**src/rtl/noc_xbar_rr_allocator.sv**
```systemverilog
// Crossbar switch allocator: per-output round-robin arbitration over input FIFO heads,
// combinational pops, and a registered select/enqueue stage one cycle behind the grant.
module noc_xbar_rr_allocator #(
    parameter int RADIX_IN   = 4,
    parameter int RADIX_OUT  = 4,
    parameter int ADDR_WIDTH = 2,
    parameter int SEL_WIDTH  = $clog2(RADIX_IN)
) (
    input  logic                           clk,
    input  logic                           rst_l,
    input  logic                           alloc_en,
    input  logic [RADIX_IN-1:0]            req_valid,
    input  logic [RADIX_IN*ADDR_WIDTH-1:0] req_dest,
    input  logic [RADIX_OUT-1:0]           FIFO_FULL_downstream,
    output logic [RADIX_IN-1:0]            deq,
    output logic [RADIX_OUT-1:0]           out_valid,
    output logic [RADIX_OUT*SEL_WIDTH-1:0] out_sel,
    output logic                           drop_err
);

    // Handshake: deq[i] pops input FIFO i in the same cycle it is high; out_valid[o] is a
    // one-cycle enqueue strobe for output o, only issued while that output was not full.
    logic [SEL_WIDTH-1:0] ptr     [RADIX_OUT];
    logic [RADIX_IN-1:0]  gnt     [RADIX_OUT];
    logic [SEL_WIDTH-1:0] win     [RADIX_OUT];
    logic [RADIX_OUT-1:0] granted;
    logic [RADIX_IN-1:0]  drop_req;
    logic [RADIX_IN-1:0]  deq_raw;
    logic [SEL_WIDTH-1:0] cand;

    function automatic logic [31:0] dest_of(input logic [RADIX_IN*ADDR_WIDTH-1:0] dests,
                                            input int idx);
        return 32'(dests[idx*ADDR_WIDTH +: ADDR_WIDTH]);
    endfunction

    always_comb begin
        cand     = '0;
        granted  = '0;
        for (int i = 0; i < RADIX_IN; i++) begin
            drop_req[i] = alloc_en && req_valid[i] &&
                          (dest_of(req_dest, i) >= 32'(RADIX_OUT));
        end
        deq_raw = drop_req;
        for (int o = 0; o < RADIX_OUT; o++) begin
            gnt[o] = '0;
            win[o] = '0;
            if (alloc_en && !FIFO_FULL_downstream[o]) begin
                // Scan starting at the pointer; the first requester found wins.
                for (int k = 0; k < RADIX_IN; k++) begin
                    cand = SEL_WIDTH'((int'(ptr[o]) + k) % RADIX_IN);
                    if (!granted[o] && req_valid[cand] &&
                        dest_of(req_dest, int'(cand)) == 32'(o)) begin
                        gnt[o][cand] = 1'b1;
                        win[o]       = cand;
                        granted[o]   = 1'b1;
                    end
                end
            end
            deq_raw = deq_raw | gnt[o];
        end
    end

    assign deq = rst_l ? deq_raw : '0;

    always_ff @(posedge clk or negedge rst_l) begin
        if (!rst_l) begin
            out_valid <= '0;
            out_sel   <= '0;
            drop_err  <= 1'b0;
            for (int o = 0; o < RADIX_OUT; o++) begin
                ptr[o] <= '0;
            end
        end else begin
            drop_err <= |drop_req;
            for (int o = 0; o < RADIX_OUT; o++) begin
                out_valid[o] <= granted[o];
                if (granted[o]) begin
                    out_sel[o*SEL_WIDTH +: SEL_WIDTH] <= win[o];
                    ptr[o] <= SEL_WIDTH'((int'(win[o]) + 1) % RADIX_IN);
                end
            end
        end
    end

endmodule

```
**config.mk**
```make
export PLATFORM = sky130hd
export DESIGN_NAME = noc_xbar_rr_allocator
export DESIGN_NICKNAME = d
export VERILOG_FILES = /design/src/rtl/noc_xbar_rr_allocator.sv
export SDC_FILE = /design/constraint.sdc
export NUM_CORES = 1
export LEC_CHECK = 0
export BUFFER_PORTS_ARGS = -buffer_cell sky130_fd_sc_hd__buf_4
export CELL_PAD_IN_SITES_DETAIL_PLACEMENT = 1
export CELL_PAD_IN_SITES_GLOBAL_PLACEMENT = 2
export CORE_MARGIN = 10
export CORE_UTILIZATION = 32
export CTS_BUF_LIST = sky130_fd_sc_hd__clkbuf_16
export CTS_CLUSTER_DIAMETER = 50
export DETAILED_ROUTE_END_ITERATION = 8
export PLACE_DENSITY_LB_ADDON = 0.1
export SLEW_MARGIN = 20
export SYNTH_ARGS = -nofsm -noshare
export SYNTH_HDL_FRONTEND = slang
export SYNTH_SLANG_ARGS = --single-unit
```
**constraint.sdc**
```tcl
create_clock -name clk -period 3.15 [get_ports clk]
set_clock_uncertainty 0.05 [all_clocks]
set_input_delay 0.63 -clock clk [delete_from_list [all_inputs] [get_ports clk]]
set_output_delay 0.63 -clock clk [all_outputs]
set_load 0.02 [all_outputs]
```
==> impl_metrics.ini <==
[drt]
viasPerCell = 5.625
wl_met1_um = 5241
wl_per_cell_um = 18.91
top_layer = met4
ant_nets = 0
dr_wl_met2_um = 5550
route.detailed.drc = 0
drt-initial-drc-count = 120
totalWireLength_um = 11160
route.met3.wl_um = 275
drt_first_pass_iters = 4
vias = 3319

[global_routing]
grt_pass1_wl_um = 18630
antenna_found_initial = 0
grt_max_degree = 25
gr-total-overflow = 0
grtUsageTotal_pct = 16.92
grt_pass1_vias = 3650

[finish]
drive_gt1_share_pct = 42.12
utilization_pct = 50.65
areaGrowthSynthToFinish_pct = 53.35
antenna_cells = 0
nNetsFinal = 535
fin_cells = 590
finish.instance_area_sq_um = 4417

[floorplan]
fp.dieW_um = 114.9
core_area_sq_um = 8721
io_pins = 36
die_area_sq_um = 13200
rows = 34
start_util_pct = 33.03
die_h_um = 114.9

[synth]
synth_top_area_share_pct = 17.38
ys_types = 69
async_reset_ff_share_pct = 100.0
synth_flop_cell = dfrtp_1
synth_edf_count = 0
syn_avg_cell_area_sq_um = 8.023
synth-seq-cells = 20
synth_common_cells = nand2_1 (39), ha_1 (32), a21oi_1 (22)
yosysMostFrequentCell = nand2_1
synth_area_sq_um = 2880
syn_nets = 410
yosys.area.top_type = dfrtp_1
netlist_instances = 359
synth.top_cells.by_area = dfrtp_1 (17%), ha_1 (14%), nand2_1 (5.1%), a21oi_1 (3.8%), nand3_1 (3.5%)
ys_warn_count = 0
synth-seq-area-share_pct = 17.38

[power_and_ir_drop]
ir_worst_vdd_mv = 0.3541
powerDensity_nw_per_um2 = 766.9
p_leak_nw = 2.013
total_power_mw = 3.387

[worst_setup_path]
crit_path_max_fanout = 7
worst_setup_path_start_kind = input pin
r2r-end = ptr[3]
worstSetupEndpointType = primary output
ff2ff_path_depth = 9
r2r_start = ptr[3]
ff2ff_setup_slack_ns = 0.86
worstPathRequired_ns = 2.47
crit_type = input pin to primary output
crit_arrival_ns = 2.59

[placed_design]
gp_congestion = 0.8697
pre_cts_ws_ns = -0.2490
portBuffers = 34
placedCellCount = 578
hpwlAfterDp_um = 8500
post_dp_cell_area_sq_um = 3894

[cts]
cts_tree = done
ctsRootBufferMaster = clkbuf_16
cts_htree_levels = 1
path_clk_slew_ns = 0.06
insertion_delay_ns = 0.26
cts_buffer_depth = 2
cts_sinks = 20
cts_inserted_buffers = 3
cts_hold_buf = 0

[run_status]
status = finished with violations
failed_checks = setup timing

[sta]
fin_ws_ns = -0.1156
setup_viol = 4
finalCriticalPeriod_ns = 3.266
hold_viol_final = 0
finalMaxSlewViolations = 0
max_freq_ghz = 0.3062
max_slew_margin_pct = 58.74
worst_pin_slew_ns = 0.6177
fin_crit_sh_pct = 103.7
rsz0062_at_grt = yes

[min_path]
hold_path.class = input pin to async pin

[run]
cap_violations = 0
[critical path, stage by stage]
cell      delay [ns]
buf_12          0.11
nand3b_1        0.25
mux4_2          0.54
o311a_1         0.16
and3_1          0.20
a2111o_1        0.28
o31a_1          0.27
buf_6           0.14
[where the power goes]
part           leakage [nW]  switching, mW  internal, mW
Combinational          1.73           1.46          1.22
Clock                0.0370          0.110         0.168
Sequential            0.242         0.0622         0.360
[area by class of cell]
class                   instances  area (sq um)
repair buffers                134          1112
well taps                     108         135.1
inverters                      22         83.83
multi-input cells             303          2510
fillers                      1020          4304
flip-flops and latches         20         500.5
clock buffers                   3         75.07
[flip-flops by register name (all words and copies together), names as in the netlist]
name and cells:
ptr 8, out_sel 8, out_valid 4
[what timing repair did]
| item | in CTS | in global routing |
|---|---|---|
| resized for setup | 62 | 25 |
| buffers inserted | 9 | 4 |
| pin swaps | 16 | 13 |
| endpoints found under the setup margin | 4 | 4 |
[cells in the final DEF (no fill, tap or decap), types with 4 or more instances in the layout]
master	count
nand4_1	6
o31a_1	4
dfrtp_1	20
nor2_1	9
a32oi_1	6
and3b_1	5
buf_4	113
ha_1	29
nand2b_1	5
inv_2	4
o21a_1	4
a31oi_1	5
nand3_1	17
o22ai_1	4
o21ai_1	9
nor3b_4	4
o211ai_1	5
buf_6	15
buf_8	5
o2bb2ai_1	4
a21o_1	4
inv_1	17
nand3b_1	5
mux4_2	4
nand2_1	36
nor3_1	8
mux2i_1	4
and3_4	4
o31ai_1	4
a211oi_1	4
o21ai_0	13
mux2i_2	4
a21oi_1	20
[how the worst max path moves through the flow]
stage | from | end | slack (ns)
6_report | req_dest[2] | deq[2] | -0.12
5_1_grt | ptr[1] | deq[1] | -0.20
4_1_cts | req_dest[3] | deq[1] | -0.1
3_5_place_dp | req_dest[4] | deq[2] | -0.25
3_3_place_gp | req_dest[4] | deq[2] | -0.23
2_1_floorplan | ptr[3] | deq[2] | 0.006
[through the flow]
stage / hold slack (ns) / TNS [ns]
after floorplan: 0.2844 / 0
after global placement: 0.4124 / -0.6965
after detailed placement: 0.4193 / -0.7774
after CTS: 0.2363 / -0.3427
after global routing: 0.2481 / -0.6686
final: 0.2242 / -0.3194
[kinds of logic (layout without fill, tap and decap cells)]
logic type | count (synthesis) | in the layout | share of synthesized area [%]
AND/OR/NAND/NOR | 134 | 134 | 27.02
AO/OA/AOI/OAI | 122 | 122 | 29.84
buffers and inverters | 36 | 159 | 5.212
adder cells (fa/ha/maj) | 32 | 32 | 13.90
flip-flops | 20 | 20 | 17.38
multiplexers | 12 | 12 | 5.908
XOR/XNOR | 2 | 2 | 0.6083
other | 1 | 1 | 0.1302
[layer usage]
metal / global-route usage (%) / vias up
li1: - / 1622
met5: 0 / -
met2: 29.77 / 37
met3: 2.188 / 6
met4: 3.218 / 0
met1: 21.58 / 1654
Note: power is estimated with default switching activity, not from simulation.
